`config.mk`:
```
export PLATFORM = sky130hd
export DESIGN_NAME = selecionar_ativo
export DESIGN_NICKNAME = d
export VERILOG_FILES = /design/src/rtl/selecionar_ativo_pkg.sv /design/src/rtl/selecionar_ativo_codificador_prioridade.sv /design/src/rtl/selecionar_ativo.sv
export SDC_FILE = /design/constraint.sdc
export NUM_CORES = 1
export LEC_CHECK = 0
export ABC_AREA = 1
export CORE_MARGIN = 2
export CORE_UTILIZATION = 44
export DETAILED_ROUTE_END_ITERATION = 8
export GPL_ROUTABILITY_DRIVEN = 0
export PLACE_DENSITY = 0.91
export SLEW_MARGIN = 5
export SYNTH_ARGS = -nofsm -noshare
export SYNTH_HDL_FRONTEND = slang
export SYNTH_HIERARCHICAL = 1
export SYNTH_SLANG_ARGS = --single-unit
```
`constraint.sdc`:
```
create_clock -name clk -period 2.57 [get_ports clk]
set_input_delay 0.3855 -clock clk [delete_from_list [all_inputs] [get_ports clk]]
set_output_delay 0.3855 -clock clk [all_outputs]
set_load 0.01 [all_outputs]
```
`src/rtl/selecionar_ativo_pkg.sv`:
```
// Shared path-search definitions: FSM state encoding, the "no active node"
// criterion value and the width helper used for index/base sizing.
package selecionar_ativo_pkg;

  typedef enum logic [1:0] {
    OCIOSO    = 2'd0,
    BUSCA     = 2'd1,
    CONCLUIDO = 2'd2
  } estado_t;

  // Upstream sends all-ones when no node is active; slice to the criterion width.
  localparam logic [31:0] CRITERIO_INVALIDO = '1;

  function automatic int clog2_min1(input int n);
    return (n <= 1) ? 1 : $clog2(n);
  endfunction

endpackage

```
`src/rtl/selecionar_ativo_codificador_prioridade.sv`:
```
// Lowest-set-bit priority encoder over one scan chunk of match flags.
module codificador_prioridade
  import selecionar_ativo_pkg::*;
#(
  parameter int NUM_PARALELO = 4,
  parameter int OFFSET_WIDTH = clog2_min1(NUM_PARALELO)
) (
  input  logic [NUM_PARALELO-1:0] i_match,
  output logic                    o_acerto,
  output logic [OFFSET_WIDTH-1:0] o_offset
);

  // Scanning downwards lets the lowest set bit win.
  always_comb begin
    o_acerto = |i_match;
    o_offset = '0;
    for (int k = NUM_PARALELO - 1; k >= 0; k--) begin
      if (i_match[k]) o_offset = OFFSET_WIDTH'(k);
    end
  end

endmodule

```
`src/rtl/selecionar_ativo.sv`:
```
// Finds the lowest-numbered active slot whose criterion equals the upstream
// minimum, scanning NUM_PARALELO slots per cycle.
module selecionar_ativo
  import selecionar_ativo_pkg::*;
#(
  parameter int NUM_NA         = 8,
  parameter int CRITERIO_WIDTH = 5,
  parameter int NUM_PARALELO   = 4,
  localparam int INDICE_WIDTH  = clog2_min1(NUM_NA)
) (
  input  logic                               clk,
  input  logic                               rst_n,
  input  logic                               aa_atualizar_in,
  input  logic                               ca_pronto_in,
  input  logic [CRITERIO_WIDTH-1:0]          ca_criterio_geral_in,
  input  logic [NUM_NA-1:0]                  na_ativo_in,
  input  logic [NUM_NA*CRITERIO_WIDTH-1:0]   na_criterio_in,
  output logic                               sa_pronto_o,
  output logic                               sa_valido_o,
  output logic [INDICE_WIDTH-1:0]            sa_indice_o
);

  localparam int BASE_WIDTH   = clog2_min1(NUM_NA + NUM_PARALELO);
  localparam int OFFSET_WIDTH = clog2_min1(NUM_PARALELO);

  estado_t                   r_estado;
  logic                      r_ca_pronto_d;
  logic [CRITERIO_WIDTH-1:0] r_alvo;
  logic [BASE_WIDTH-1:0]     r_base;
  logic                      r_sa_pronto;
  logic                      r_sa_valido;
  logic [INDICE_WIDTH-1:0]   r_sa_indice;

  logic                      w_inicio;
  logic                      w_ultimo;
  logic                      w_acerto;
  logic [NUM_PARALELO-1:0]   w_match;
  logic [OFFSET_WIDTH-1:0]   w_offset;

  assign w_inicio = ca_pronto_in & ~r_ca_pronto_d;
  assign w_ultimo = (int'(r_base) + NUM_PARALELO) >= NUM_NA;

  // Only real slot indices are enumerated, so chunk positions past NUM_NA never match.
  always_comb begin
    w_match = '0;
    for (int k = 0; k < NUM_PARALELO; k++) begin
      for (int i = 0; i < NUM_NA; i++) begin
        if ((r_base + BASE_WIDTH'(k)) == BASE_WIDTH'(i)) begin
          w_match[k] = na_ativo_in[i] &&
                       (na_criterio_in[CRITERIO_WIDTH*i +: CRITERIO_WIDTH] == r_alvo);
        end
      end
    end
  end

  codificador_prioridade #(
    .NUM_PARALELO (NUM_PARALELO),
    .OFFSET_WIDTH (OFFSET_WIDTH)
  ) u_codificador (
    .i_match  (w_match),
    .o_acerto (w_acerto),
    .o_offset (w_offset)
  );

  always_ff @(posedge clk or negedge rst_n) begin
    if (!rst_n) begin
      r_estado      <= OCIOSO;
      r_ca_pronto_d <= 1'b0;
      r_alvo        <= CRITERIO_INVALIDO[CRITERIO_WIDTH-1:0];
      r_base        <= '0;
      r_sa_pronto   <= 1'b0;
      r_sa_valido   <= 1'b0;
      r_sa_indice   <= '0;
    end else begin
      r_ca_pronto_d <= ca_pronto_in;
      // Table update wins over everything, including a coincident start edge.
      if (aa_atualizar_in) begin
        r_estado    <= OCIOSO;
        r_sa_pronto <= 1'b0;
        r_sa_valido <= 1'b0;
      end else begin
        case (r_estado)
          OCIOSO: begin
            if (w_inicio) begin
              r_alvo   <= ca_criterio_geral_in;
              r_base   <= '0;
              r_estado <= BUSCA;
            end
          end
          BUSCA: begin
            if (w_acerto) begin
              r_sa_indice <= INDICE_WIDTH'(r_base + BASE_WIDTH'(w_offset));
              r_sa_valido <= 1'b1;
              r_sa_pronto <= 1'b1;
              r_estado    <= CONCLUIDO;
            end else if (w_ultimo) begin
              r_sa_indice <= '0;
              r_sa_valido <= 1'b0;
              r_sa_pronto <= 1'b1;
              r_estado    <= CONCLUIDO;
            end else begin
              r_base <= r_base + BASE_WIDTH'(NUM_PARALELO);
            end
          end
          CONCLUIDO: begin
            if (w_inicio) begin
              r_alvo      <= ca_criterio_geral_in;
              r_base      <= '0;
              r_sa_pronto <= 1'b0;
              r_sa_valido <= 1'b0;
              r_estado    <= BUSCA;
            end
          end
          default: r_estado <= OCIOSO;
        endcase
      end
    end
  end

  assign sa_pronto_o = r_sa_pronto;
  assign sa_valido_o = r_sa_valido;
  assign sa_indice_o = r_sa_indice;

endmodule
```
==> results_dict.tcl, run 1 <==
set metrics [dict create \
    clk_pin_slew_ns 0.06 \
    cts_buffers 3 \
    clockRootBuffer "clkbuf_8" \
    final_max_slew_viol_count 0 \
    total_power_w 0.001240 \
    drc 0 \
    rsz0062_at_grt "no" \
    synth_mux_area_frac 0 \
    finalSetupTns_ns 0 \
    r2r-end "r_base[2]$_DFFE_PN0P_" \
    syn_avg_cell_area_um2 5.381 \
    ctsHoldBuffers 0 \
    cts.sinks 15 \
    hold_depth 2 \
    ctsResizeCount 0 \
    vias_per_cell 4.549 \
    ir_drop_v 0.0003084 \
    nets 424 \
    cp-start-kind "flip-flop" \
    clk_latency_ns 0.25 \
    r2r.worst_path.cells 15 \
    grt_pass1_vias 1618 \
    dp.cells 406 \
    fin_crit_ns 2.116 \
    syn-num-nets 364 \
    die_x_um 64.87 \
    critPathSlowestCell "dfrtp_1" \
    synthSimpleGateAreaFrac 0.5150 \
    cp_max_fo 5 \
    rrSetupSlack_ns 0.45 \
    gr-usage-all-layers 0.2003 \
    syn2layout_area_growth_pct 41.06 \
    slowest_delay_ns 0.39 \
    synth_fa_ha_area_frac 0.03070 \
    syn-cell-area_um2 1630 \
    fin_skew_ns 0.008027 \
    post_cts_buffers 0 \
    worst_slack_ns 0.4543 \
    critical_path_class "flip-flop to flip-flop" \
    io_pins 62 \
    drv_cap 0 \
    cp-startpoint "r_base[3]$_DFFE_PN0P_" \
    die_h_um 64.87 \
    cts_tree "done" \
    drt-wirelength-per-cell_um 10.24 \
    dp_hpwl_um 3346 \
    antenna_cells 0 \
    min-delay-start "sa_valido_o$_DFFE_PN0P_" \
    grt_pass1_wl_um 6665 \
    hold_viol_final 0 \
    synth_compound_area_frac 0.04375 \
    arrival_ns 2.26 \
    grt_max_degree 16 \
    crit_chain "inv_1 -> ha_1 -> inv_1 -> nand3_1 -> nor2_1 -> nand3_1 -> nand2_1 -> inv_1 -> nand4_1 -> inv_1 -> nand2_2 -> inv_1 -> nand2_2 -> nand3_1 -> o21ai_1" \
    crit_required_ns 2.71 \
    dr.pass1.iters 4 \
    core_um2 3606 \
    io_buffers 61 \
    ys_types 22 \
    synth_xor_area_frac 0.005372 \
    h-tree-depth 1 \
    leakage_nw 1.359 \
    synth_top_family_by_area "simple AND/OR/NAND/NOR gates" \
    rows 22 \
    initial_core_util 0.4521 \
    hp-class "flip-flop to flip-flop" \
    ys_seq_area_frac 0.2341 \
    status "finished, final reports clean" \
    ys_ff_latch 15 \
    fin_area_um2 2300 \
    drt_iter0_drc 85 \
    dpl-instance-area_um2 2255 \
    min_period_over_period 0.8232 \
    dp_slack_ns 0.4095 \
    tightest_slew_ns 0.6524 \
    cp-end-kind "flip-flop" \
    power.density_nw_per_um2 539.4 \
    num_vias 1865 \
    setup-violations-final 0 \
    rr_startpoint "r_base[3]$_DFFE_PN0P_" \
    synth-warning-count 6 \
    drive_gt1_frac 0.08840 \
    slew-limit-headroom 0.5637 \
    crit_top_cell "inv_1" \
    die_area_um2 4208 \
    ant_nets 0 \
    min_to "sa_valido_o$_DFFE_PN0P_" \
    finalWirelength_um 4199 \
    clockBufferDepth 2 \
    antenna_found_initial 0 \
    fmax_mhz 472.7 \
    synth_cells 303 \
    grt_remaining_overflow 0 \
    stdcell_count 410 \
]
-- per-stage QoR --
step / hold slack [ns] / utilization
after floorplan: 0.08991 / -
after global placement: 0.4689 / 0.6253
after detailed placement: 0.4706 / 0.6253
after CTS: 0.4871 / 0.6378
after global routing: 0.5114 / 0.6378
final: 0.4800 / 0.6378
-- layout make-up --
class                           instances  area, µm²
Clock buffer                            4      45.04
Fill cell                             334       1306
Inverter                               61      229.0
Multi-Input combinational cell        221      973.4
Sequential cell                        15      381.6
Tap cell                               48      60.06
Timing Repair Buffer                   61      610.6
-- routing by layer --
metal / track usage / part of all wire
met4: 0.06383 / 0.012
met3: 0.02083 / 0.052
met1: 0.2516 / 0.47
met5: 0 / 0
met2: 0.3570 / 0.46
-- kinds of logic after synthesis --
| family | Yosys count |
|---|---|
| buf+inv | 67 |
| simple gates | 206 |
| xor+xnor | 1 |
| other cells | 1 |
| compound gates | 9 |
| flops | 15 |
| fa+ha+maj | 4 |
-- Yosys cell counts (all sizes together) --
cell type  number  area [µm²]
xnor2           1       8.760
a21oi           8       66.31
nand2         149       571.8
nand3          19       105.1
dfstp           5       131.4
nor2           37       156.4
ha              4       50.05
o21ai           1       5.000
dfrtp          10       250.2
buf             6       46.29
inv            61       229.0
nand4           1       6.260
conb            1       3.750
-- flip-flops by register name, indices dropped and copies added (netlist names) --
name / cells
sa_valido_o: 1
r_base: 2
r_alvo: 5
sa_pronto_o: 1
r_estado: 2
r_ca_pronto_d: 1
sa_indice_o: 3
-- cells in the final DEF (no fill, tap or decap), drive strengths merged --
master / Yosys / routed
nand2: 149 / 149
clkdlybuf4s50: 0 / 61
inv: 61 / 61
nor2: 37 / 37
nand3: 19 / 19
dfrtp: 10 / 10
a21oi: 8 / 8
dfstp: 5 / 5
ha: 4 / 4
clkbuf: 0 / 4
xnor2: 1 / 1
o21ai: 1 / 1
conb: 1 / 1
nand4: 1 / 1
-- where the power goes --
group	internal [W]	switching (W)
clock network	0.000110	0.0000811
logic	0.000286	0.000379
registers	0.000302	0.0000825
-- critical path, delay by kind of cell (launching register included) --
| kind | cells | cell delay, ns |
|---|---|---|
| buffers and inverters | 5 | 0.54 |
| DFF | 1 | 0.39 |
| and+or+nand+nor | 8 | 0.70 |
| AOI/OAI and AO/OA | 1 | 0.08 |
| adders and majority gates | 1 | 0.27 |
-- worst max path at each step --
stage / endpoint / slack [ns] / depth (start not counted)
floorplan: r_base[2]$_DFFE_PN0P_ / 0.79 / 15
global placement: sa_pronto_o$_DFFE_PN0P_ / 0.49 / 16
detailed placement: sa_pronto_o$_DFFE_PN0P_ / 0.41 / 16
CTS: r_base[2]$_DFFE_PN0P_ / 0.47 / 15
global route: r_base[2]$_DFFE_PN0P_ / 0.23 / 15
finish: r_base[2]$_DFFE_PN0P_ / 0.45 / 15
No activity file was read; power rests on OpenSTA's default activity.
==> inputs of run 2 (changes only) <==
clock period = 2.03 ns   (was 2.57 ns; I/O delays follow)
==> run 2 against run 1 <==
Final area rose by 5.4%. Critical path depth decreased by 1. Global-route usage grew 1.1 points. Clock power grew 23%. Via count rose by 3.8%. Maximum frequency is 14% higher. Worst hold slack got worse by 0.020 ns. Critical path type unchanged. Largest power group unchanged.
==> results_dict.tcl, run 2 (same netlist as run 1, synthesis figures left out) <==
set metrics [dict create \
    dp.cells 408 \
    cts_tree "done" \
    io_pins 62 \
    layout_commonest_cell "nand2_1" \
    setup-violations-final 0 \
    top_register "r_alvo" \
    stdcell_count 422 \
    ir_drop_v 0.0005536 \
    grt_remaining_overflow 0 \
    cts_buffers 3 \
    antenna_found_initial 0 \
    grt_max_degree 16 \
    min_period_over_period 0.9180 \
    h-tree-depth 1 \
    cp_max_fo 5 \
    critPathSlowestCell "dfstp_2" \
    clockRootBuffer "clkbuf_8" \
    status "finished, final reports clean" \
    core_um2 3606 \
    finalWirelength_um 4380 \
    drc 0 \
    dpl-instance-area_um2 2270 \
    ant_nets 0 \
    power.density_nw_per_um2 715.0 \
    leakage_nw 1.413 \
    initial_core_util 0.4521 \
    critical_path_class "flip-flop to flip-flop" \
    drt-wirelength-per-cell_um 10.38 \
    dr.pass1.iters 4 \
    rows 22 \
    clk_pin_slew_ns 0.05 \
    final_cell_mix "nand2_1 (145), clkdlybuf4s50_1 (61), inv_1 (47)" \
    hold_viol_final 0 \
    r2r.worst_path.cells 14 \
    dp_slack_ns 0.002675 \
    finalSetupTns_ns 0 \
    drive_gt1_frac 0.1551 \
    fin_skew_ns 0.001126 \
    crit_chain "buf_4 -> nand2_1 -> nand2_1 -> nor2_1 -> nand3_1 -> nand2_1 -> inv_2 -> nand4_1 -> inv_2 -> nand2_2 -> inv_2 -> nand2_2 -> nand3_1 -> o21ai_1" \
    cp-end-kind "flip-flop" \
    tightest_slew_ns 0.6520 \
    slowest_delay_ns 0.58 \
    nets 436 \
    gr-usage-all-layers 0.2110 \
    fin_crit_ns 1.863 \
    arrival_ns 1.99 \
    clk_latency_ns 0.24 \
    largest_reg_flops 5 \
    ctsHoldBuffers 0 \
    die_h_um 64.87 \
    drv_cap 0 \
    slew-limit-headroom 0.5640 \
    cts.sinks 15 \
    drt_iter0_drc 107 \
    num_vias 1935 \
    antenna_cells 0 \
    hp-class "input port to asynchronous set/reset pin" \
    fmax_mhz 536.6 \
    grt_pass1_vias 1791 \
    vias_per_cell 4.585 \
    io_buffers 61 \
    fin_area_um2 2425 \
    cp-start-kind "flip-flop" \
    die_x_um 64.87 \
    syn2layout_area_growth_pct 48.73 \
    worst_slack_ns 0.1665 \
    dp_hpwl_um 3318 \
    die_area_um2 4208 \
    clockBufferDepth 2 \
    crit_required_ns 2.16 \
    grt_pass1_wl_um 7058 \
    final_max_slew_viol_count 0 \
]
[run 2: cell count changes in the layout (fill, tap and decap cells not counted), sizes merged]
| cell | change |
|---|---|
| buf | +12 |
[run 2: per-stage QoR]
step / power, W / util / hold slack (ns)
final: 0.001734 / 0.6725 / 0.4605
after global routing: 0.001917 / 0.6725 / 0.5021
after CTS: 0.001590 / 0.6426 / 0.4716
after detailed placement: 0.001337 / 0.6294 / 0.4615
after global placement: 0.001316 / 0.6294 / 0.4651
after floorplan: 0.001060 / - / 0.008909
[run 2: path summary, 6_finish.rpt]
| check | startpoint | to | slack, ns |
|---|---|---|---|
| max | r_alvo[4]$_DFFE_PN1P_ | r_base[2]$_DFFE_PN0P_ | 0.17 |
| min | rst_n | sa_indice_o[0]$_DFFE_PN0P_ | 0.46 |
| max reg2reg | r_alvo[4]$_DFFE_PN1P_ | r_base[2]$_DFFE_PN0P_ | 0.17 |
| min reg2reg | sa_indice_o[1]$_DFFE_PN0P_ | sa_indice_o[1]$_DFFE_PN0P_ | 0.48 |
| max in group asynchronous | rst_n | r_base[2]$_DFFE_PN0P_ | 1.11 |
| min in group clk | sa_indice_o[1]$_DFFE_PN0P_ | sa_indice_o[1]$_DFFE_PN0P_ | 0.48 |
[run 2: area by class of cell]
class,instances,area [µm²]
Inverter,61,234.0
Fill cell,303,1181
Multi-Input combinational cell,221,998.5
Sequential cell,15,382.9
Clock buffer,4,45.04
Timing Repair Buffer,73,704.4
Tap cell,48,60.06
[run 2: routing by layer]
layer / wire length, µm / vias up / share of wire / track usage
li1: - / 1022 / - / -
met1: 1825 / 843 / 0.42 / 0.2378
met2: 2120 / 61 / 0.48 / 0.3905
met3: 356 / 9 / 0.081 / 0.04340
met4: 78 / 0 / 0.018 / 0.07181
met5: 0 / - / 0 / 0
[run 2: power breakdown]
group	internal, W	switching (W)	leakage, nW	total [W]
clock network	0.000139	0.0000956	0.0228	0.000235
logic	0.000479	0.000559	1.20	0.00104
registers	0.000383	0.0000773	0.186	0.000461
total	0.00100	0.000732	1.41	0.00173
[run 2: worst max-delay path, delay by kind of cell (launching register included)]
kind / cells / cell delay [ns]
AND/OR/NAND/NOR: 9 / 0.68
flip-flops: 1 / 0.58
buffers and inverters: 4 / 0.40
AO/OA/AOI/OAI: 1 / 0.08
[run 2: what timing repair did]
| item | in CTS | in global routing |
|---|---|---|
| gates resized for setup | 1 | 17 |
| pin swaps | 0 | 1 |
| endpoints found under the setup margin | 1 | 8 |
| setup buffers | 0 | 10 |
==> inputs of run 3 (changes only) <==
ABC_CLOCK_PERIOD_IN_PS = 2029   (was not set)
CORE_ASPECT_RATIO = 1.2   (was not set)
SETUP_SLACK_MARGIN = 0.15   (was not set)
==> run 3 against run 2 <==
The run now ends with negative setup slack left. Critical path depth rose by 1. Setup slack worse by 0.28 ns. Worst hold slack worse by 0.0065 ns. Clock-buffer cell count down 1. Largest cell class unchanged. Highest routed layer unchanged. Via count is 10% higher. Die area about the same. Critical path type unchanged. Non-clock buffer count increased by 8.
==> results_dict.tcl, run 3 (same netlist as run 1, synthesis figures left out) <==
set metrics [dict create \
    r2r-end "sa_pronto_o$_DFFE_PN0P_" \
    top_register "r_alvo" \
    die_x_um 59.57 \
    multiInputGateArea_um2 1109 \
    r2r.worst_path.cells 15 \
    grt_max_degree 16 \
    grt_remaining_overflow 0 \
    worst_slack_ns -0.1175 \
    fmax_mhz 465.7 \
    fin_crit_ns 2.147 \
    clk_pin_slew_ns 0.06 \
    leakage_nw 1.482 \
    ctsHoldBuffers 0 \
    tightest_slew_ns 0.6568 \
    dpl-instance-area_um2 2258 \
    initial_core_util 0.4524 \
    clockRootBuffer "clkbuf_8" \
    power.density_nw_per_um2 749.1 \
    die_area_um2 4210 \
    hold_viol_final 0 \
    rrSetupSlack_ns -0.12 \
    syn2layout_area_growth_pct 60.78 \
    total_power_w 0.001964 \
    violations "negative setup slack" \
    fin_skew_ns 0.001752 \
    seqCellArea_um2 382.9 \
    dr.pass1.iters 4 \
    ant_nets 0 \
    status "finished with violations" \
    grt_pass1_wl_um 7355 \
    cts_tree "done" \
    antenna_cells 0 \
    cp-start-kind "flip-flop" \
    rows 24 \
    finalHoldWorstSlack_ns 0.4540 \
    crit_required_ns 2.18 \
    drive_gt1_frac 0.2330 \
    cts.sinks 15 \
    io_buffers 61 \
    drc 0 \
    nets 444 \
    num_vias 2130 \
    layout_commonest_cell "nand2_1" \
    n_fill_cell 265 \
    dp_slack_ns 0.01945 \
    clk_latency_ns 0.25 \
    dp_hpwl_um 3453 \
    cp_max_fo 9 \
    drv_cap 0 \
    finalWirelength_um 5586 \
    io_pins 62 \
    setup-violations-final 8 \
    gr-usage-all-layers 0.2209 \
    arrival_ns 2.30 \
    clockBufferDepth 2 \
    antenna_found_initial 0 \
    final_cell_mix "nand2_1 (131), clkdlybuf4s50_1 (61), inv_1 (46)" \
    rsz0062_at_grt "yes" \
    core_um2 3603 \
    cts_buffers 3 \
    hp-class "input port to asynchronous set/reset pin" \
    die_h_um 70.68 \
    largest_reg_flops 5 \
    drt-wirelength-per-cell_um 13.27 \
    cp-end-kind "flip-flop" \
    vias_per_cell 5.059 \
    ir_drop_v 0.0005322 \
    drt_iter0_drc 166 \
    grt_pass1_vias 1885 \
    slew-limit-headroom 0.5608 \
    fin_area_um2 2621 \
    critical_path_class "flip-flop to flip-flop" \
    rr_startpoint "r_alvo[1]$_DFFE_PN1P_" \
    min_period_over_period 1.058 \
    h-tree-depth 1 \
    final_max_slew_viol_count 0 \
]
[run 3: changes by cell type in the layout (fill, tap and decap cells not counted), moves of 4 or more]
cell / before / now
nand2_1: 145 / 131
nand2_2: 3 / 13
nand2_4: 1 / 5
nand3_1: 17 / 13
nand3_2: 2 / 6
[run 3: how the worst max path moves through the flow]
stage                                     start                 endpoint  slack (ns)  depth (start not counted)
final                     r_alvo[1]$_DFFE_PN1P_  sa_pronto_o$_DFFE_PN0P_       -0.12                         15
after global routing      r_alvo[1]$_DFFE_PN1P_  sa_valido_o$_DFFE_PN0P_       -0.16                         15
after CTS                 r_base[2]$_DFFE_PN0P_  sa_valido_o$_DFFE_PN0P_        0.15                         15
after detailed placement     na_criterio_in[17]  sa_pronto_o$_DFFE_PN0P_        0.02                         16
after global placement       na_criterio_in[17]  sa_pronto_o$_DFFE_PN0P_        0.07                         16
after floorplan           r_base[3]$_DFFE_PN0P_    r_base[2]$_DFFE_PN0P_        0.25                         15
[run 3: stage by stage]
stage          setup TNS [ns]  cells    util
2_1_floorplan               0    303       -
3_3_place_gp                0    399  0.6267
3_5_place_dp                0    399  0.6267
4_1_cts                     0    412  0.6705
5_1_grt               -0.9503    421  0.7274
6_report              -0.5796    421  0.7274
[run 3: repair_timing]
action | CTS | global route
pin swaps | 0 | 28
setup endpoints to repair | 8 | 9
gates cloned | 0 | 0
setup buffers | 9 | 9
gates resized for setup | 7 | 42
[run 3: report_power, final]
group          switching [W]  internal [W]
Sequential         0.0000780      0.000383
Clock               0.000109      0.000136
Combinational       0.000694      0.000564
Total               0.000881       0.00108
[run 3: worst max-delay path: stages (launching register included)]
cell and delay [ns]:
dfstp_2 0.58, inv_2 0.10, nand2_1 0.08, nand2_1 0.05
nor2_1 0.20, nand3_1 0.17, nand2_1 0.13, inv_2 0.07
nand4_1 0.17, inv_1 0.09, nand2_2 0.11, nand2_1 0.06
nand2_1 0.06, nand2_1 0.06, nand2_1 0.06, nand2_1 0.04
[run 3: layer usage]
layer | vias to the layer above | part of all wire | global-route usage
li1 | 1040 | - | -
met1 | 954 | 0.37 | 0.2348
met2 | 115 | 0.51 | 0.4017
met3 | 21 | 0.069 | 0.02194
met4 | 0 | 0.044 | 0.1358
met5 | - | 0 | 0
[run 3: cell type report]
cell class | instances | area share
Clock inverter | 1 | 0.001909
Multi-Input combinational cell | 221 | 0.4229
Inverter | 61 | 0.08926
Clock buffer | 3 | 0.01575
Tap cell | 39 | 0.01862
Sequential cell | 15 | 0.1461
Timing Repair Buffer | 81 | 0.3055
